File: src/rtl/rocketcpu_uart_fifo.sv
// Wishbone-slave UART: TX/RX byte FIFOs, runtime baud divider, sticky error
// status with write-1-to-clear, and a maskable registered level interrupt.

module rocketcpu_uart_fifo_buf #(
  parameter int DEPTH = 16
) (
  input  logic                   clk_i,
  input  logic                   rst_ni,
  input  logic                   push_i,
  input  logic [7:0]             data_i,
  input  logic                   pop_i,
  output logic [7:0]             data_o,
  output logic [$clog2(DEPTH):0] count_o,
  output logic                   full_o,
  output logic                   empty_o,
  output logic                   push_ok_o
);
  localparam int AW = $clog2(DEPTH);
  localparam logic [AW-1:0] PTR_ONE  = AW'(1);
  localparam logic [AW:0]   CNT_ONE  = (AW+1)'(1);
  localparam logic [AW:0]   CNT_FULL = (AW+1)'(DEPTH);

  logic [7:0]    mem_q [DEPTH];
  logic [AW-1:0] wr_q, rd_q;
  logic [AW:0]   cnt_q;
  logic          do_push, do_pop;

  assign empty_o   = (cnt_q == '0);
  assign full_o    = (cnt_q == CNT_FULL);
  // A push into a full buffer still lands when a pop frees the slot this cycle.
  assign do_pop    = pop_i & ~empty_o;
  assign do_push   = push_i & (~full_o | do_pop);
  assign push_ok_o = do_push;
  assign data_o    = mem_q[rd_q];
  assign count_o   = cnt_q;

  always_ff @(posedge clk_i) begin
    if (do_push) mem_q[wr_q] <= data_i;
  end

  always_ff @(posedge clk_i or negedge rst_ni) begin
    if (!rst_ni) begin
      wr_q  <= '0;
      rd_q  <= '0;
      cnt_q <= '0;
    end else begin
      if (do_push) wr_q <= wr_q + PTR_ONE;
      if (do_pop)  rd_q <= rd_q + PTR_ONE;
      if (do_push && !do_pop)      cnt_q <= cnt_q + CNT_ONE;
      else if (do_pop && !do_push) cnt_q <= cnt_q - CNT_ONE;
    end
  end
endmodule

module rocketcpu_uart_fifo #(
  parameter int FIFO_DEPTH  = 16,
  parameter int DEFAULT_DIV = 104,
  parameter int MIN_DIV     = 4
) (
  input  logic        i_wb_clk,
  input  logic        resetn,
  input  logic [1:0]  i_wb_adr,
  input  logic [31:0] i_wb_dat,
  input  logic [3:0]  i_wb_sel,
  input  logic        i_wb_we,
  input  logic        i_wb_cyc,
  output logic [31:0] o_wb_rdt,
  output logic        o_wb_ack,
  output logic        o_irq,
  output logic        ser_tx,
  input  logic        ser_rx
);
  localparam int CW = $clog2(FIFO_DEPTH) + 1;
  localparam logic [31:0] DEF_DIV_W = 32'(DEFAULT_DIV);
  localparam logic [31:0] MIN_DIV_W = 32'(MIN_DIV);

  typedef enum logic [1:0] {S_IDLE, S_START, S_DATA, S_STOP} state_e;

  logic        ack_q;
  logic [31:0] rdt_q, rdt_d;
  logic        irq_q, irq_d;
  logic [31:0] div_q, div_d;
  logic [1:0]  ctrl_q, ctrl_d;
  logic        tx_ovf_q, tx_ovf_d, rx_ovf_q, rx_ovf_d, ferr_q, ferr_d;
  logic        acc, wr, rd;
  logic [31:0] status;
  logic        unused_sel;

  logic          tx_push, tx_pop, tx_push_ok, tx_full, tx_empty, tx_busy;
  logic [7:0]    tx_head;
  logic [CW-1:0] tx_count;
  logic          rx_push, rx_pop, rx_push_ok, rx_full, rx_empty;
  logic [7:0]    rx_head;
  logic [CW-1:0] rx_count;

  state_e      tx_state_q, tx_state_d;
  logic [31:0] tx_cnt_q, tx_cnt_d, tx_div_q, tx_div_d;
  logic [7:0]  tx_sh_q, tx_sh_d;
  logic [2:0]  tx_bit_q, tx_bit_d;
  logic        tx_ser_q, tx_ser_d, tx_load, tx_tick;

  logic        rx_s1_q, rx_s2_q, rx_prev_q;
  state_e      rx_state_q, rx_state_d;
  logic [31:0] rx_cnt_q, rx_cnt_d, rx_div_q, rx_div_d, rx_target;
  logic [7:0]  rx_sh_q, rx_sh_d;
  logic [2:0]  rx_bit_q, rx_bit_d;
  logic        rx_tick, rx_ferr_set;

  assign unused_sel = ^i_wb_sel[3:1];

  // Side effects fire only on the cycle the ack is being raised.
  assign acc     = i_wb_cyc & ~ack_q;
  assign wr      = acc & i_wb_we;
  assign rd      = acc & ~i_wb_we;
  assign tx_push = wr & (i_wb_adr == 2'd0) & i_wb_sel[0];
  assign rx_pop  = rd & (i_wb_adr == 2'd0);
  assign tx_busy = (tx_state_q != S_IDLE);

  assign status = {8'h00, 8'(tx_count), 8'(rx_count), tx_busy, ferr_q, rx_ovf_q,
                   tx_ovf_q, rx_full, ~rx_empty, tx_empty, tx_full};

  rocketcpu_uart_fifo_buf #(.DEPTH(FIFO_DEPTH)) u_tx_fifo (
    .clk_i(i_wb_clk), .rst_ni(resetn), .push_i(tx_push), .data_i(i_wb_dat[7:0]),
    .pop_i(tx_pop), .data_o(tx_head), .count_o(tx_count), .full_o(tx_full),
    .empty_o(tx_empty), .push_ok_o(tx_push_ok)
  );

  rocketcpu_uart_fifo_buf #(.DEPTH(FIFO_DEPTH)) u_rx_fifo (
    .clk_i(i_wb_clk), .rst_ni(resetn), .push_i(rx_push), .data_i(rx_sh_q),
    .pop_i(rx_pop), .data_o(rx_head), .count_o(rx_count), .full_o(rx_full),
    .empty_o(rx_empty), .push_ok_o(rx_push_ok)
  );

  always_comb begin
    div_d    = div_q;
    ctrl_d   = ctrl_q;
    tx_ovf_d = tx_ovf_q;
    rx_ovf_d = rx_ovf_q;
    ferr_d   = ferr_q;
    rdt_d    = '0;
    if (wr) begin
      case (i_wb_adr)
        2'd1: begin
          if (i_wb_dat[4]) tx_ovf_d = 1'b0;
          if (i_wb_dat[5]) rx_ovf_d = 1'b0;
          if (i_wb_dat[6]) ferr_d   = 1'b0;
        end
        2'd2:    div_d  = (i_wb_dat < MIN_DIV_W) ? MIN_DIV_W : i_wb_dat;
        2'd3:    ctrl_d = i_wb_dat[1:0];
        default: ;
      endcase
    end
    if (rd) begin
      case (i_wb_adr)
        2'd0:    rdt_d = rx_empty ? 32'hFFFF_FFFF : {24'h0, rx_head};
        2'd1:    rdt_d = status;
        2'd2:    rdt_d = div_q;
        default: rdt_d = {30'h0, ctrl_q};
      endcase
    end
    // New error events win over a simultaneous clear.
    if (tx_push && !tx_push_ok) tx_ovf_d = 1'b1;
    if (rx_push && !rx_push_ok) rx_ovf_d = 1'b1;
    if (rx_ferr_set)            ferr_d   = 1'b1;
    irq_d = (ctrl_q[0] & ~rx_empty) | (ctrl_q[1] & tx_empty & ~tx_busy);
  end

  always_ff @(posedge i_wb_clk or negedge resetn) begin
    if (!resetn) begin
      ack_q    <= 1'b0;
      rdt_q    <= '0;
      irq_q    <= 1'b0;
      div_q    <= DEF_DIV_W;
      ctrl_q   <= '0;
      tx_ovf_q <= 1'b0;
      rx_ovf_q <= 1'b0;
      ferr_q   <= 1'b0;
    end else begin
      ack_q    <= i_wb_cyc & ~ack_q;
      rdt_q    <= rdt_d;
      irq_q    <= irq_d;
      div_q    <= div_d;
      ctrl_q   <= ctrl_d;
      tx_ovf_q <= tx_ovf_d;
      rx_ovf_q <= rx_ovf_d;
      ferr_q   <= ferr_d;
    end
  end

  // Transmitter: a byte waiting at the end of STOP starts immediately, no idle gap.
  always_comb begin
    tx_state_d = tx_state_q;
    tx_cnt_d   = tx_cnt_q + 32'd1;
    tx_div_d   = tx_div_q;
    tx_sh_d    = tx_sh_q;
    tx_bit_d   = tx_bit_q;
    tx_ser_d   = tx_ser_q;
    tx_load    = 1'b0;
    tx_tick    = (tx_cnt_q == tx_div_q - 32'd1);
    case (tx_state_q)
      S_IDLE: begin
        tx_cnt_d = '0;
        tx_ser_d = 1'b1;
        tx_load  = ~tx_empty;
      end
      S_START: if (tx_tick) begin
        tx_state_d = S_DATA;
        tx_cnt_d   = '0;
        tx_div_d   = div_q;
        tx_ser_d   = tx_sh_q[0];
        tx_bit_d   = '0;
      end
      S_DATA: if (tx_tick) begin
        tx_cnt_d = '0;
        tx_div_d = div_q;
        if (tx_bit_q == 3'd7) begin
          tx_state_d = S_STOP;
          tx_ser_d   = 1'b1;
        end else begin
          tx_sh_d  = {1'b0, tx_sh_q[7:1]};
          tx_ser_d = tx_sh_q[1];
          tx_bit_d = tx_bit_q + 3'd1;
        end
      end
      S_STOP: if (tx_tick) begin
        tx_state_d = S_IDLE;
        tx_cnt_d   = '0;
        tx_ser_d   = 1'b1;
        tx_load    = ~tx_empty;
      end
      default: tx_state_d = S_IDLE;
    endcase
    if (tx_load) begin
      tx_state_d = S_START;
      tx_cnt_d   = '0;
      tx_div_d   = div_q;
      tx_sh_d    = tx_head;
      tx_ser_d   = 1'b0;
    end
  end

  assign tx_pop = tx_load;

  always_ff @(posedge i_wb_clk or negedge resetn) begin
    if (!resetn) begin
      tx_state_q <= S_IDLE;
      tx_cnt_q   <= '0;
      tx_div_q   <= DEF_DIV_W;
      tx_bit_q   <= '0;
      tx_ser_q   <= 1'b1;
    end else begin
      tx_state_q <= tx_state_d;
      tx_cnt_q   <= tx_cnt_d;
      tx_div_q   <= tx_div_d;
      tx_bit_q   <= tx_bit_d;
      tx_ser_q   <= tx_ser_d;
    end
  end

  // Receiver: start is confirmed at half a bit, later samples land mid-bit.
  assign rx_target = (rx_state_q == S_START) ? {1'b0, rx_div_q[31:1]} : rx_div_q;

  always_comb begin
    rx_state_d  = rx_state_q;
    rx_cnt_d    = rx_cnt_q + 32'd1;
    rx_div_d    = rx_div_q;
    rx_sh_d     = rx_sh_q;
    rx_bit_d    = rx_bit_q;
    rx_push     = 1'b0;
    rx_ferr_set = 1'b0;
    rx_tick     = (rx_cnt_q == rx_target - 32'd1);
    case (rx_state_q)
      S_IDLE: begin
        rx_cnt_d = '0;
        if (rx_prev_q && !rx_s2_q) begin
          rx_state_d = S_START;
          rx_div_d   = div_q;
        end
      end
      S_START: if (rx_tick) begin
        rx_cnt_d   = '0;
        rx_div_d   = div_q;
        rx_bit_d   = '0;
        rx_state_d = rx_s2_q ? S_IDLE : S_DATA;
      end
      S_DATA: if (rx_tick) begin
        rx_cnt_d = '0;
        rx_div_d = div_q;
        rx_sh_d  = {rx_s2_q, rx_sh_q[7:1]};
        if (rx_bit_q == 3'd7) rx_state_d = S_STOP;
        else                  rx_bit_d   = rx_bit_q + 3'd1;
      end
      S_STOP: if (rx_tick) begin
        rx_cnt_d    = '0;
        rx_state_d  = S_IDLE;
        rx_push     = rx_s2_q;
        rx_ferr_set = ~rx_s2_q;
      end
      default: rx_state_d = S_IDLE;
    endcase
  end

  always_ff @(posedge i_wb_clk or negedge resetn) begin
    if (!resetn) begin
      rx_s1_q    <= 1'b1;
      rx_s2_q    <= 1'b1;
      rx_prev_q  <= 1'b1;
      rx_state_q <= S_IDLE;
      rx_cnt_q   <= '0;
      rx_div_q   <= DEF_DIV_W;
      rx_bit_q   <= '0;
    end else begin
      rx_s1_q    <= ser_rx;
      rx_s2_q    <= rx_s1_q;
      rx_prev_q  <= rx_s2_q;
      rx_state_q <= rx_state_d;
      rx_cnt_q   <= rx_cnt_d;
      rx_div_q   <= rx_div_d;
      rx_bit_q   <= rx_bit_d;
    end
  end

  always_ff @(posedge i_wb_clk) begin
    tx_sh_q <= tx_sh_d;
    rx_sh_q <= rx_sh_d;
  end

  assign o_wb_ack = ack_q;
  assign o_wb_rdt = rdt_q;
  assign o_irq    = irq_q;
  assign ser_tx   = tx_ser_q;
endmodule

File: config.mk
export PLATFORM = sky130hd
export DESIGN_NAME = rocketcpu_uart_fifo
export DESIGN_NICKNAME = d
export VERILOG_FILES = /design/src/rtl/rocketcpu_uart_fifo.sv
export SDC_FILE = /design/constraint.sdc
export NUM_CORES = 1
export LEC_CHECK = 0
export CELL_PAD_IN_SITES_DETAIL_PLACEMENT = 1
export CELL_PAD_IN_SITES_GLOBAL_PLACEMENT = 1
export CORE_AREA = 3 3 223 225
export CTS_CLUSTER_DIAMETER = 80
export DETAILED_ROUTE_END_ITERATION = 10
export DIE_AREA = 0 0 226 228
export PLACE_DENSITY_LB_ADDON = 0.1
export SYNTH_ARGS = -nofsm -noshare
export SYNTH_HDL_FRONTEND = slang
export SYNTH_SLANG_ARGS = --single-unit
export TNS_END_PERCENT = 1
File: constraint.sdc
create_clock -name i_wb_clk -period 9.2 [get_ports i_wb_clk]
set_input_delay 1.84 -clock i_wb_clk [delete_from_list [all_inputs] [get_ports i_wb_clk]]
set_output_delay 1.84 -clock i_wb_clk [all_outputs]
set_load 0.05 [all_outputs]
==> flow_metrics.py <==
metrics = {
    "outcome": {
        "status": "complete, no violations",
    },
    "sta": {
        "final.min_clock_period_ps": 7080,
        "max_freq_mhz": 141,
        "slew_headroom_pct": 25.8,
        "rsz0062_at_grt": "no",
        "drv_slew": 0,
        "setup_tns_ps": 0,
        "setup_viol": 0,
        "tightestPinTransition_ps": 1110,
        "finalHoldViolCount": 0,
        "post-route-period-util_pct": 77.0,
        "finClkSkew_ps": 24.0,
    },
    "synth": {
        "netlist_area_um2": 24400,
        "ys_seq_area_share_pct": 58.0,
        "synth.area.mux_share_pct": 13.0,
        "synth-seq-cells": 511,
        "ys_types": 85,
        "synth_nets": 1962,
        "ys.flop_type": "edfxtp_1",
        "async_flop_share_pct": 46.8,
        "synth_adder_area_share_pct": 2.06,
        "postSynthCellCount": 1880,
        "synth_edf_count": 272,
        "yosysWarnings": 0,
        "syn-mean-instance-area_um2": 13.0,
        "synth_compound_area_share_pct": 6.52,
        "synth_xor_area_share_pct": 5.67,
        "synth_top_family_by_area": "multiplexers",
        "synthSimpleGateAreaFrac_pct": 12.4,
    },
    "floorplanning": {
        "die_x_um": 226,
        "die_area_um2": 51500,
        "start_util_pct": 51.1,
        "coreArea_um2": 47700,
        "core.rowCount": 80,
        "pin_count": 78,
        "die_h_um": 228,
    },
    "drt": {
        "dr.pass1.iters": 6,
        "vias": 15671,
        "drt-total-wl_um": 62300,
        "routedWlPerCell_um": 23.9,
        "drtIter0Drc": 1076,
        "ant_nets": 0,
        "post-route-drc-count": 0,
        "routed_via_density": 6.02,
    },
    "grt": {
        "gr-total-overflow": 0,
        "grtUsageTotal_pct": 24.5,
        "grt_pass1_wl_um": 98300,
        "grt_pass1_vias": 16588,
        "antenna_found_initial": 3,
        "grt_start_max_net_pins": 94,
    },
    "layout": {
        "drive_gt1_share_pct": 15.6,
        "area_delta_synth_final_pct": 12.7,
        "fillers": 4684,
        "num-nets-final": 2028,
    },
    "power_and_ir_drop": {
        "power_mw": 8.19,
        "power_density_nw_per_um2": 298,
        "power.leakage_nw": 10.4,
        "irDropWorstVdd_uv": 155,
    },
    "placement": {
        "dp_hpwl_um": 43000,
        "gp_congestion": 0.888,
        "numPortBuffers": 74,
    },
    "clock_tree": {
        "path_clk_slew_ps": 60,
        "cts_setup_buffers": 0,
        "htreeDepth": 2,
        "cts-resized-gates": 0,
        "postCtsHoldBufs": 0,
        "cts_buffer_depth": 3,
        "insertion_delay_ps": 620,
        "cts.sinks": 511,
        "numCtsBuffers": 55,
        "cts_tree": "built",
        "root_buffer": "clkbuf_16",
    },
    "critical_path": {
        "path_class": "reg2reg",
        "critPathArrivalTime_ps": 7570,
        "cp.required_ps": 9680,
        "worst_path_max_delay_cell": "ha_2",
        "path_depth": 21,
        "max_stage_delay_ps": 610,
        "reg2reg_slack_ps": 2120,
        "crit_buf_inv": 2,
        "reg2regPathDepth": 21,
        "crit_fanout": 33,
        "startpoint_type": "register",
        "rr_endpoint": "u_rx_fifo.count_o[4]",
        "cp_cell_sequence": "inv_1 -> ha_2 -> nor2b_1 -> a21oi_1 -> ha_1 -> nor4b_2 -> nand2_2 -> or4_1 -> a32o_1 -> or3_4 -> a2111oi_4 -> and3_1 -> and3_1 -> ha_1 -> inv_1 -> fa_1 -> a21o_1 -> a21oi_1 -> xnor2_1 -> nor2_1 -> xor2_1",
        "end_kind": "register",
        "cpLargestDelayFamily": "simple AND/OR/NAND/NOR gates",
    },
    "worst_hold_path": {
        "worstHoldStart": "rx_s1_q",
        "holdPathStages": 0,
        "min_path_type": "reg2reg",
        "whs_endpoint": "rx_s2_q",
    },
    "job": {
        "maxCapViolCount": 0,
    },
}
==> layout by cell type, fill, tap and decap left out, drive strengths merged, types with 38 or more instances in the layout <==
cell             n
inv             41
nand3           44
xnor2           89
nor2           159
clkbuf          75
mux2           106
mux4            70
dfrtp          226
a21oi           82
edfxtp         272
and3            38
nor4            41
xor2            69
nand2          129
clkdlybuf4s50   73
==> cell type report <==
type / count / area, um^2 / area share (%)
inverter: 41 / 154 / 0.559
multi-input combinational: 1235 / 9690 / 35.2
timing repair buffer: 102 / 956 / 3.48
antenna: 1 / 2.50 / 0.00910
sequential: 511 / 14200 / 51.5
clock inverter: 24 / 288 / 1.05
clock buffer: 75 / 1480 / 5.39
tap: 615 / 769 / 2.80
==> sequential cells by signal, indices dropped and copies added, names as in the netlist, 3 cells and up, named ones only <==
signal and cells:
div_q 32, o_wb_rdt 32, rx_bit_q 3, rx_cnt_q 32
rx_div_q 32, rx_sh_q 8, tx_bit_q 3, tx_cnt_q 32
tx_div_q 32, tx_sh_q 8, u_rx_fifo.count_o 5, u_rx_fifo.mem_q 128
u_rx_fifo.rd_q 4, u_rx_fifo.wr_q 4, u_tx_fifo.count_o 5, u_tx_fifo.mem_q 128
u_tx_fifo.rd_q 4, u_tx_fifo.wr_q 4
==> cells by family (layout without fill, tap and decap cells) <==
logic type	count (synthesis)	after routing
xor+xnor	158	158
flops	511	511
buf+inv	134	242
simple gates	596	596
compound gates	238	238
fa+ha+maj	39	39
other cells	0	1
mux	204	204
==> cell usage after synthesis (all sizes together) (40+ instances only) <==
master / instances / share of area (%)
xnor2: 89 / 3.2
nor2: 159 / 2.4
a21oi: 82 / 1.7
nand3: 44 / 0.92
nand2: 129 / 2.0
mux2: 106 / 5.3
dfrtp: 226 / 23
nor4: 41 / 1.1
xor2: 69 / 2.5
clkbuf: 66 / 1.0
inv: 40 / 0.61
edfxtp: 272 / 33
mux4: 70 / 6.5
==> worst max path at each step <==
stage	start	endpoint	slack, ps
detailed placement	register	u_rx_fifo.count_o[4]	2180
global placement	register	u_rx_fifo.count_o[4]	2420
floorplan	register	u_rx_fifo.count_o[4]	2620
global route	register	u_rx_fifo.count_o[4]	1600
CTS	register	u_rx_fifo.count_o[4]	2090
finish	register	u_rx_fifo.count_o[4]	2120
==> per-layer routing <==
layer	up-vias	global-route usage, %	wire length (um)
li1	7127	-	-
met3	84	2.94	2310
met2	284	40.2	30600
met4	0	6.32	1380
met1	8176	35.0	28000
met5	-	0	0
==> power breakdown <==
part	leakage [nW]	internal (mW)	switching, mW
clock network	0.852	1.27	0.905
logic	3.97	1.31	1.59
registers	5.55	2.68	0.443
total	10.4	5.25	2.94
==> through the flow <==
stage / hold slack [ps] / setup WS, ps / area, um^2 / cells / util (%)
CTS: 358 / 2090 / 27500 / 2603 / 57.6
global route: 363 / 1600 / 27500 / 2604 / 57.6
global placement: 346 / 2420 / 25700 / 2504 / 53.9
finish: 357 / 2120 / 27500 / 2604 / 57.6
floorplan: 345 / 2620 / 24400 / 1880 / -
detailed placement: 349 / 2180 / 25700 / 2504 / 53.9
(Power assumes the default switching activity.)
